<file path="src/rtl/instr_fetch_queue.sv">
// Instruction fetch queue: issues word fetches, tracks up to two
// in-flight requests and buffers returned words for decode.
module instr_fetch_queue #(
    parameter int          DEPTH    = 4,
    parameter logic [31:0] RESET_PC = 32'h0000_0000
) (
    input  logic                     clk,
    input  logic                     rst,
    input  logic                     redirect,
    input  logic [31:0]              redirect_pc,
    output logic                     mem_req,
    output logic [31:0]              mem_addr,
    input  logic                     mem_gnt,
    input  logic                     mem_rvalid,
    input  logic [31:0]              mem_rdata,
    output logic                     out_valid,
    output logic [31:0]              out_instr,
    output logic [31:0]              out_pc,
    input  logic                     out_ready,
    output logic [$clog2(DEPTH):0]   count
);

    localparam int PW = $clog2(DEPTH);
    localparam int CW = PW + 1;
    localparam int OW = CW + 1;

    logic              started_q;
    logic [31:0]       fetch_pc_q, fetch_pc_d;
    logic [31:0]       instr_q [DEPTH];
    logic [31:0]       pc_q    [DEPTH];
    logic [PW-1:0]     wptr_q, wptr_d;
    logic [PW-1:0]     rptr_q, rptr_d;
    logic [CW-1:0]     count_q, count_d;
    logic [31:0]       tag_pc_q [2];
    logic [1:0]        tag_drop_q, tag_drop_d;
    logic              tag_wptr_q, tag_wptr_d;
    logic              tag_rptr_q, tag_rptr_d;
    logic [1:0]        outs_q, outs_d;

    logic [OW-1:0]     occ;
    logic              can_req;
    logic              gnt;
    logic              rv;
    logic              push;
    logic              pop;
    logic              unused_rpc_lsbs;

    assign unused_rpc_lsbs = ^redirect_pc[1:0];

    // Handshake qualifiers: reserve queue space for every in-flight request
    always_comb begin
        occ     = {1'b0, count_q} + OW'(outs_q);
        can_req = started_q && (occ < OW'(DEPTH))
                  && (outs_q < 2'd2) && !redirect;
        gnt     = can_req && mem_gnt;
        rv      = mem_rvalid && (outs_q != 2'd0);
        push    = rv && !tag_drop_q[tag_rptr_q] && !redirect;
        pop     = (count_q != '0) && out_ready && !redirect;
    end

    // Next-state for pointers, counters, fetch PC and drop marks
    always_comb begin
        fetch_pc_d = fetch_pc_q;
        wptr_d     = wptr_q;
        rptr_d     = rptr_q;
        count_d    = count_q;
        tag_drop_d = tag_drop_q;
        tag_wptr_d = tag_wptr_q;
        tag_rptr_d = tag_rptr_q;
        outs_d     = outs_q + {1'b0, gnt} - {1'b0, rv};
        if (gnt) begin
            tag_wptr_d             = ~tag_wptr_q;
            tag_drop_d[tag_wptr_q] = 1'b0;
            fetch_pc_d             = fetch_pc_q + 32'd4;
        end
        if (rv) begin
            tag_rptr_d = ~tag_rptr_q;
        end
        if (push) begin
            wptr_d = wptr_q + 1'b1;
        end
        if (pop) begin
            rptr_d = rptr_q + 1'b1;
        end
        count_d = count_q + CW'(push) - CW'(pop);
        if (redirect) begin
            wptr_d     = '0;
            rptr_d     = '0;
            count_d    = '0;
            fetch_pc_d = {redirect_pc[31:2], 2'b00};
            tag_drop_d = 2'b11;
        end
    end

    // Control state registers
    always_ff @(posedge clk or negedge rst) begin
        if (!rst) begin
            started_q  <= 1'b0;
            fetch_pc_q <= RESET_PC;
            wptr_q     <= '0;
            rptr_q     <= '0;
            count_q    <= '0;
            tag_drop_q <= '0;
            tag_wptr_q <= 1'b0;
            tag_rptr_q <= 1'b0;
            outs_q     <= '0;
        end else begin
            started_q  <= 1'b1;
            fetch_pc_q <= fetch_pc_d;
            wptr_q     <= wptr_d;
            rptr_q     <= rptr_d;
            count_q    <= count_d;
            tag_drop_q <= tag_drop_d;
            tag_wptr_q <= tag_wptr_d;
            tag_rptr_q <= tag_rptr_d;
            outs_q     <= outs_d;
        end
    end

    // Tag FIFO remembers the PC of each granted request
    always_ff @(posedge clk or negedge rst) begin
        if (!rst) begin
            for (int i = 0; i < 2; i++) begin
                tag_pc_q[i] <= '0;
            end
        end else if (gnt) begin
            tag_pc_q[tag_wptr_q] <= fetch_pc_q;
        end
    end

    // Queue storage written at the tail on accepted responses
    always_ff @(posedge clk or negedge rst) begin
        if (!rst) begin
            for (int i = 0; i < DEPTH; i++) begin
                instr_q[i] <= '0;
                pc_q[i]    <= '0;
            end
        end else if (push) begin
            instr_q[wptr_q] <= mem_rdata;
            pc_q[wptr_q]    <= tag_pc_q[tag_rptr_q];
        end
    end

    assign mem_req   = can_req;
    assign mem_addr  = fetch_pc_q;
    assign out_valid = (count_q != '0);
    assign out_instr = instr_q[rptr_q];
    assign out_pc    = pc_q[rptr_q];
    assign count     = count_q;

endmodule

</file>
<file path="config.mk">
export PLATFORM = sky130hd
export DESIGN_NAME = instr_fetch_queue
export DESIGN_NICKNAME = d
export VERILOG_FILES = /design/src/rtl/instr_fetch_queue.sv
export SDC_FILE = /design/constraint.sdc
export NUM_CORES = 1
export LEC_CHECK = 0
export ABC_CLOCK_PERIOD_IN_PS = 2930
export CAP_MARGIN = 20
export CELL_PAD_IN_SITES_DETAIL_PLACEMENT = 0
export CELL_PAD_IN_SITES_GLOBAL_PLACEMENT = 1
export CORE_AREA = 2 2 187 189
export DETAILED_ROUTE_END_ITERATION = 10
export DIE_AREA = 0 0 189 191
export GPL_TIMING_DRIVEN = 0
export PLACE_DENSITY_LB_ADDON = 0.1
export RECOVER_POWER = 25
export SETUP_SLACK_MARGIN = 0.4
export SYNTH_ARGS = -nofsm -noshare
export SYNTH_HDL_FRONTEND = slang
export SYNTH_SLANG_ARGS = --single-unit
</file>
<file path="constraint.sdc">
create_clock -name clk -period 2.93 [get_ports clk]
set_clock_uncertainty 0.15 [all_clocks]
set_input_delay 0.4395 -clock clk [delete_from_list [all_inputs] [get_ports clk]]
set_output_delay 0.4395 -clock clk [all_outputs]
set_load 0.01 [all_outputs]
</file>
Word-level counts from Yosys, hierarchy flattened
Index checks and enable logic that the tools add are counted.

Flip-flop bits (word level): 366. Logic and storage cells: 94.

Bitwise gates (word level): 8. Reduce and logical (&&, ||, !) cells: 19. $add $sub $neg: 8. Magnitude comparators: 11. Muxes and demuxes: 29.

Operators by type and width (count): 32-bit two-way mux (11); 128-bit bitwise mux (2); 32-bit binary-select mux with 2-bit select (2); 64-bit bitwise mux (1); 32-bit demux with 2-bit select (1); 32-bit by 3-bit adder with 32-bit output, second input constant (1); 32-bit demux with 1-bit select (1); 1-bit logical AND (12); 2-bit two-way mux (6); 2-bit nonzero test (4); 3-bit greater-or-equal comparator, second input constant (2); 2-bit inverter with 3-bit output (2); 2-bit by 1-bit adder with 2-bit output, second input constant (2); 3-bit by 2-bit adder with 4-bit output (1); 2-bit greater-or-equal comparator, second input constant (2); 1-bit by 2-bit less-than comparator with 1-bit output, second input constant (2); 4-bit by 3-bit less-than comparator with 1-bit output, second input constant (1); 1-bit inverter with 2-bit output (2); 3-bit by 1-bit adder with 3-bit output (1); 3-bit by 1-bit less-than comparator with 1-bit output, second input constant (1); 1-bit two-way mux (3); 3-bit two-way mux (1); 3-bit nonzero test (1); 3-bit by 1-bit subtractor with 3-bit output (1); other kinds (10) (12).

Depth between registers and ports, before layout
Gate-level depths: netlist of the first run.

Word-level depth: 8. Gate-level depth with buffers: 12. Depth with buffers taken out: 11.

Worst setup path after synthesis of the first run
No wires, ideal clock.

Path type: register to register. Start point: reg count_q[1] (netlist: count[1]). End point: reg outs_q[1]. Path slack: 0.334 ns. Clock period less this slack: 2.596 ns. Data arrival time: 2.323 ns. Path buffers: 3. Stages on the path, launching flop included: 13. Setup time: 0.123 ns. Cell sequence: dfrtp_1 -> ha_1 -> nor4_1 -> and4_1 -> buf_4 -> inv_2 -> buf_6 -> clkbuf_1 -> ha_1 -> inv_1 -> ha_1 -> xnor2_1 -> xnor2_1.

Word-level cells in the longest chain between the ends: 8.

Ends and longest elaborated chain: from (decl) (RTL line 33) `logic [CW-1:0] count_q, count_d;`; from (signal assigned) (RTL line 112) `count_q <= count_d;`; 3-bit by 2-bit adder with 4-bit output (RTL line 52) `occ = {1'b0, count_q} + OW'(outs_q);`; 4-bit by 3-bit less-than comparator with 1-bit output (RTL line 53) `can_req = started_q && (occ < OW'(DEPTH))`; 1-bit logical AND (RTL line 53); 1-bit logical AND (2 in a row) (RTL line 54) `&& (outs_q < 2'd2) && !redirect;`; 1-bit logical AND (RTL line 55) `gnt = can_req && mem_gnt;`; 2-bit by 1-bit adder with 2-bit output (RTL line 70) `outs_d = outs_q + {1'b0, gnt} - {1'b0, rv};`; 2-bit by 1-bit subtractor with 2-bit output (RTL line 70); via outs_d[1] (RTL line 38) `logic [1:0] outs_q, outs_d;`; to (signal assigned) (RTL line 116) `outs_q <= outs_d;`; to (decl) (RTL line 38).

The timed path passes the listed nets, and every way through them passes these cells. A chain may end at the register's enable or synchronous reset.

Final worst setup path of the first run
Start point: reg rptr_q[0]. End point: out out_instr[14].

Word-level cells in the longest chain between the ends: 4.

Ends and longest elaborated chain: from (decl) (RTL line 32) `logic [PW-1:0] rptr_q, rptr_d;`; from (signal assigned) (RTL line 111) `rptr_q <= rptr_d;`; 2-bit inverter with 3-bit output (not written as such) (RTL line 147) `assign out_instr = instr_q[rptr_q];`; 32-bit binary-select mux with 2-bit select (RTL line 147); 32-bit two-way mux (not written as such) (2 in a row) (RTL line 147); to (decl) (RTL line 17) `output logic [31:0] out_instr,`.

No other way between the ends. The select of a mux whose other input is x is not followed.

==> impl_metrics.tcl, run 1 <==
set metrics [dict create \
    cts_root_buffer "clkbuf_16" \
    ant_nets 0 \
    row_count 68 \
    crit_top_cell "clkbuf_16" \
    ys.warnings.count 0 \
    path_clk_slew_ps 60 \
    power_density_nw_per_um2 748.7 \
    tritoncts "done" \
    wl_um 37680 \
    synth_edf_count 0 \
    fmax_mhz 384.7 \
    grt_use_met1_pct 29.82 \
    cp-startpoint "rptr_q[0]$_DFFE_PN0P_" \
    cp-endpoint "out_instr[14]" \
    viasPerCell 5.467 \
    dr.first_iter.drc_count 467 \
    final_common_cell "dfrtp_1" \
    critical_path_class "reg -> out" \
    grt_first_pass_wirelength_um 58760 \
    grt_antenna_before_repair 0 \
    antenna_cells 0 \
    die_area_um2 36100 \
    ys_seq_area_share_pct 55.94 \
    grt_max_degree 116 \
    placed_cell_area_um2 18080 \
    p_int_mw 10.65 \
    num_vias 9671 \
    maxSlewViolCount 0 \
    pre_cts_slack_ps -752.6 \
    nets 1373 \
    worst_pin_slew_ps 1144 \
    max_cap_violations 0 \
    crit_chain "clkbuf_16, buf_4, clkbuf_16, mux4_2, clkbuf_2" \
    drive_gt1_share_pct 47.56 \
    slowest_delay_ps 510 \
    finalHoldViolCount 0 \
    start_util_pct 46.15 \
    relSlewSlack_pct 23.74 \
    required_ps 2340 \
    rsz0062_at_grt "true" \
    final_core_util_pct 57.75 \
    post_drt_wl_per_cell_um 21.30 \
    period_minus_slack_ps 2599 \
    port-buffer-count 164 \
    synth_cell_types 49 \
    die_y_um 191 \
    grt_pass1_vias 10110 \
    p_seq_share_pct 41.3 \
    clkLatencyLatePin_ps 510 \
    setup_violations 0 \
    grt_usage_pct 21.10 \
    gp_congestion 0.8040 \
    pin_count 171 \
    fin_crit_sh_pct 88.72 \
    clock_path_buffers 3 \
    reg2reg_from "outs_q[1]$_DFF_PN0_" \
    area_growth_pct 25.14 \
    critPathSlowestCell "mux4_2" \
    hpwl_um 24810 \
    combPwrFrac_pct 27.1 \
    swShare_pct 27.84 \
    top_usage_layer "met2" \
    syn_inst 1047 \
    p_clk_share_pct 31.6 \
    leakagePower_nw 9.370 \
    worstRegToRegCells 13 \
    use_met3_pct 3.433 \
    hold_path_class "in -> async" \
    yosys_most_used_dff "dfrtp_1" \
    mostFrequentLayoutCells "dfrtp_1, mux2_2, clkdlybuf4s50_1" \
    post_synth.cell_area_avg_um2 15.04 \
    final_cells 1769 \
    drtPass1Iterations 5 \
    layout_setup_ws_ps 330.5 \
    post-route-drc-count 0 \
    placedCellCount 1672 \
    numClockSinks 352 \
    peakVddDrop_uv 378.7 \
    core_area_um2 34120 \
    cp-start-kind "register" \
    p_sw_mw 4.107 \
    grt_use_met2_pct 34.43 \
    syn-cell-area_um2 15750 \
    path_max_fanout 5 \
    crit_path_end_kind "primary output" \
    die_w_um 189 \
    h-tree-depth 2 \
    cts_buffers 40 \
    stdcell_area_um2 19700 \
    async_reset_ff_share_pct 100.0 \
    timing.rr.end "outs_q[1]$_DFF_PN0_" \
    synth_seq_cells 352 \
    status "completed" \
    r2r_setup_slack_ps 390 \
    overflow 0 \
    tns_ps 0 \
    critPathArrivalTime_ps 2010 \
]
## final cells by class
type / count / area (µm²)
buffer: 69 / 563.0
multi-input combinational: 616 / 6674
fill: 2854 / 14410
tap: 455 / 569.3
inverter: 13 / 51.30
timing repair buffer: 200 / 1824
sequential: 352 / 8810
clock buffer: 64 / 1212
## synthesized netlist by cell type (all sizes together) (4+ instances only)
| master | instances | area share, % |
|---|---|---|
| a221o | 5 | 0.32 |
| a41oi | 4 | 0.22 |
| and3 | 6 | 0.24 |
| buf | 46 | 1.6 |
| clkbuf | 23 | 0.55 |
| dfrtp | 352 | 56 |
| ha | 10 | 0.79 |
| inv | 13 | 0.31 |
| mux2 | 334 | 24 |
| mux2i | 6 | 0.38 |
| mux4 | 62 | 8.9 |
| nand2 | 45 | 1.1 |
| nand3 | 15 | 0.48 |
| nand4 | 14 | 0.65 |
| nor2 | 19 | 0.45 |
| nor4 | 5 | 0.37 |
| o21ai | 27 | 0.86 |
| o311ai | 9 | 0.50 |
| xnor2 | 5 | 0.28 |
| xor2 | 9 | 0.50 |
## routing by layer
metal  vias to the layer above  part of all wire (%)
met5                         -                     0
met4                         0                   1.7
met3                        49                   4.6
met2                       228                    48
met1                      5025                    46
li1                       4369                     -
## power by group through the flow
stage | registers, mW | clock network [mW] | logic [mW]
2_1_floorplan | 6.02 | 0 | 2.27
3_3_place_gp | 6.15 | 0 | 3.71
3_5_place_dp | 6.16 | 0 | 3.76
4_1_cts | 6.08 | 4.80 | 3.84
5_1_grt | 6.17 | 5.00 | 4.35
6_report | 6.09 | 4.67 | 4.00
## stage by stage
step	hold slack, ps	power, mW
2_1_floorplan	-6.091	8.295
3_3_place_gp	307.5	9.864
3_5_place_dp	296.7	9.916
4_1_cts	311.0	14.71
5_1_grt	333.9	15.53
6_report	323.5	14.75
## critical path: cells and delay by family (launching register included)
family,cells,cell delay (ps)
flops,1,380
mux,1,510
buf+inv,4,610
## flip-flops by register name, indices dropped and copies added, names as in the netlist, 2 cells and up
signal / count
instr_q: 128
pc_q: 120
tag_pc_q: 60
mem_addr: 30
count: 3
outs_q: 2
rptr_q: 2
tag_drop_q: 2
wptr_q: 2
## how the worst min path moves through the flow
stage,to,slack [ps],cells after the start
floorplan,count[0]$_DFF_PN0_,-6,0
global placement,tag_pc_q[29]$_DFFE_PN0P_,310,2
detailed placement,instr_q[103]$_DFFE_PN0P_,300,1
CTS,mem_addr[18]$_DFFE_PN0P_,310,3
global route,mem_addr[8]$_DFFE_PN0P_,330,3
finish,instr_q[103]$_DFFE_PN0P_,320,2
## logic make-up after synthesis
kind of cell,after synthesis,share of synthesized area [%]
xor gates and xnor gates,14,0.7788
AOI/OAI and AO/OA,65,2.829
buffers and inverters,82,2.448
and+or+nand+nor,119,3.894
muxes,402,33.14
other,2,0.04770
adders and majority gates,11,0.9218
DFF,352,55.94
## repair_timing
item / CTS / global route
resized for setup: 141 / 159
setup endpoints to repair: 311 / 105
pin swaps: 7 / 6
hold endpoints to repair: 68 / 0
gates cloned: 0 / 6
hold buffers: 1 / 0
setup buffers: 12 / 14
Power figures use the tool's default switching activity.
==> run 2: changes to the inputs <==
- CORE_AREA: 2 2 187 189 -> 2 2 222 159
- DIE_AREA: 0 0 189 191 -> 0 0 224 161
==> run 2 against run 1 <==
  * Sequential cell count unchanged
  * Critical path depth is 1 lower
  * Global-route usage rose by 1.0 points
  * Utilization rose by 0.68 points
  * Routed wire length grew 4.0%
  * Die area barely moved
  * Worst setup slack worse by 97 ps
==> impl_metrics.tcl, run 2 (synthesis gave the netlist of run 1 again) <==
set metrics [dict create \
    mostFrequentLayoutCells "dfrtp_1, mux2_2, clkdlybuf4s50_1" \
    final_cells 1755 \
    nets 1369 \
    finalHoldViolCount 0 \
    peakVddDrop_uv 406.4 \
    drive_gt1_share_pct 46.99 \
    pin_count 171 \
    final_common_cell "dfrtp_1" \
    ant_nets 0 \
    numClockSinks 352 \
    hold_path_class "in -> reg" \
    largestRegisters "instr_q (128), pc_q (120), tag_pc_q (60)" \
    critPathArrivalTime_ps 2110 \
    maxSlewViolCount 0 \
    rsz0062_at_grt "true" \
    h-tree-depth 2 \
    cp-startpoint "rptr_q[0]$_DFFE_PN0P_" \
    path_clk_slew_ps 70 \
    worstRegToRegCells 11 \
    die_y_um 161 \
    registers.top_by_ff_count "instr_q" \
    die_w_um 224 \
    power_mw 15.16 \
    path_max_fanout 5 \
    fmax_mhz 370.9 \
    grt_usage_pct 22.12 \
    core_area_um2 34020 \
    crit_chain "buf_8, buf_12, mux4_2, dlygate4sd2_1" \
    slowest_delay_ps 530 \
    die_area_um2 36060 \
    start_util_pct 46.28 \
    overflow 0 \
    post-route-drc-count 0 \
    r2r_setup_slack_ps 310 \
    grt_max_degree 93 \
    num_vias 9849 \
    period_minus_slack_ps 2696 \
    power_density_nw_per_um2 762.5 \
    path_depth 4 \
    cts_buffers 37 \
    hpwl_um 26050 \
    cp-start-kind "register" \
    clkLatencyLatePin_ps 530 \
    critPathSlowestCell "mux4_2" \
    tritoncts "done" \
    timing.rr.end "count[1]$_DFF_PN0_" \
    fin_crit_sh_pct 92.02 \
    antenna_cells 0 \
    largest_reg_flops 128 \
    cts_root_buffer "clkbuf_16" \
    grt_pass1_vias 10330 \
    max_cap_violations 0 \
    cp-endpoint "out_pc[13]" \
    crit_path_end_kind "primary output" \
    drtPass1Iterations 4 \
    dr.first_iter.drc_count 578 \
    setup_violations 0 \
    area_growth_pct 26.26 \
    post_drt_wl_per_cell_um 22.33 \
    required_ps 2340 \
    placedCellCount 1660 \
    critical_path_class "reg -> out" \
    path_buf_inv 3 \
    row_count 57 \
    viasPerCell 5.612 \
    wl_um 39190 \
    relSlewSlack_pct 22.57 \
    reg2reg_from "outs_q[1]$_DFF_PN0_" \
    clock_path_buffers 3 \
    cp_top_family "buffers and inverters" \
    port-buffer-count 164 \
    grt_first_pass_wirelength_um 61180 \
    worst_pin_slew_ps 1161 \
    leakagePower_nw 9.471 \
    gp_congestion 0.8276 \
    status "completed" \
    grt_antenna_before_repair 0 \
]
==> run 2: routing by layer <==
layer / vias to the layer above / share of wire (%) / global-route usage [%]
li1: 4376 / - / -
met1: 5235 / 49 / 33.41
met2: 186 / 46 / 33.70
met3: 52 / 3.7 / 3.475
met4: 0 / 1.7 / 5.455
met5: - / 0 / 0
==> run 2: cell type report <==
class / instances / area [µm²]
Buffer: 69 / 576.8
Clock buffer: 53 / 1129
Clock inverter: 11 / 146.4
Fill cell: 2755 / 14140
Inverter: 13 / 51.30
Multi-Input combinational cell: 616 / 6689
Sequential cell: 352 / 8811
Tap cell: 442 / 553.0
Timing Repair Buffer: 199 / 1923
==> run 2: worst register-to-register path, delay by kind of cell, from the launching register on <==
family | cells | cell delay (ps)
buffers and inverters | 4 | 430
AO/OA/AOI/OAI | 1 | 210
AND/OR/NAND/NOR | 3 | 400
adder cells (fa/ha/maj) | 3 | 920
flip-flops | 1 | 390
==> run 2: through the flow <==
step                      setup WS (ps)  hold WS (ps)  utilization [%]  instance area [µm²]  setup TNS [ps]
after floorplan                   404.2        -6.091                -                15780               0
after global placement           -15890         305.9            52.84                17970        -5120470
after detailed placement         -677.8         197.4            53.18                18090          -21360
after CTS                         160.1         241.2            57.67                19620               0
after global routing              117.1         336.7            58.44                19880               0
final                             234.0         316.9            58.44                19880               0
==> run 2: how the worst min path moves through the flow <==
| stage | start | end | slack, ps | cells past startpoint |
|---|---|---|---|---|
| after global placement | tag_pc_q[9]$_DFFE_PN0P_ | tag_pc_q[9]$_DFFE_PN0P_ | 310 | 2 |
| final | redirect_pc[18] | mem_addr[18]$_DFFE_PN0P_ | 320 | 3 |
| after CTS | rst | mem_addr[18]$_DFFE_PN0P_ | 240 | 2 |
| after global routing | redirect_pc[10] | mem_addr[10]$_DFFE_PN0P_ | 340 | 3 |
| after floorplan | rst | count[0]$_DFF_PN0_ | -6 | 0 |
| after detailed placement | rst | mem_addr[8]$_DFFE_PN0P_ | 200 | 1 |
==> run 2: what timing repair did <==
action                     4_1_cts  5_1_grt
pin swaps                        6       10
resized for setup              136      141
cloned                           0        7
hold buffers                     1        0
hold endpoints to repair        40        0
setup endpoints to repair      194      252
setup buffers                    8       15
==> run 2: where the power goes <==
| group | internal [mW] | switching (mW) |
|---|---|---|
| logic | 2.28 | 1.89 |
| registers | 5.61 | 0.484 |
| clock network | 2.95 | 1.94 |
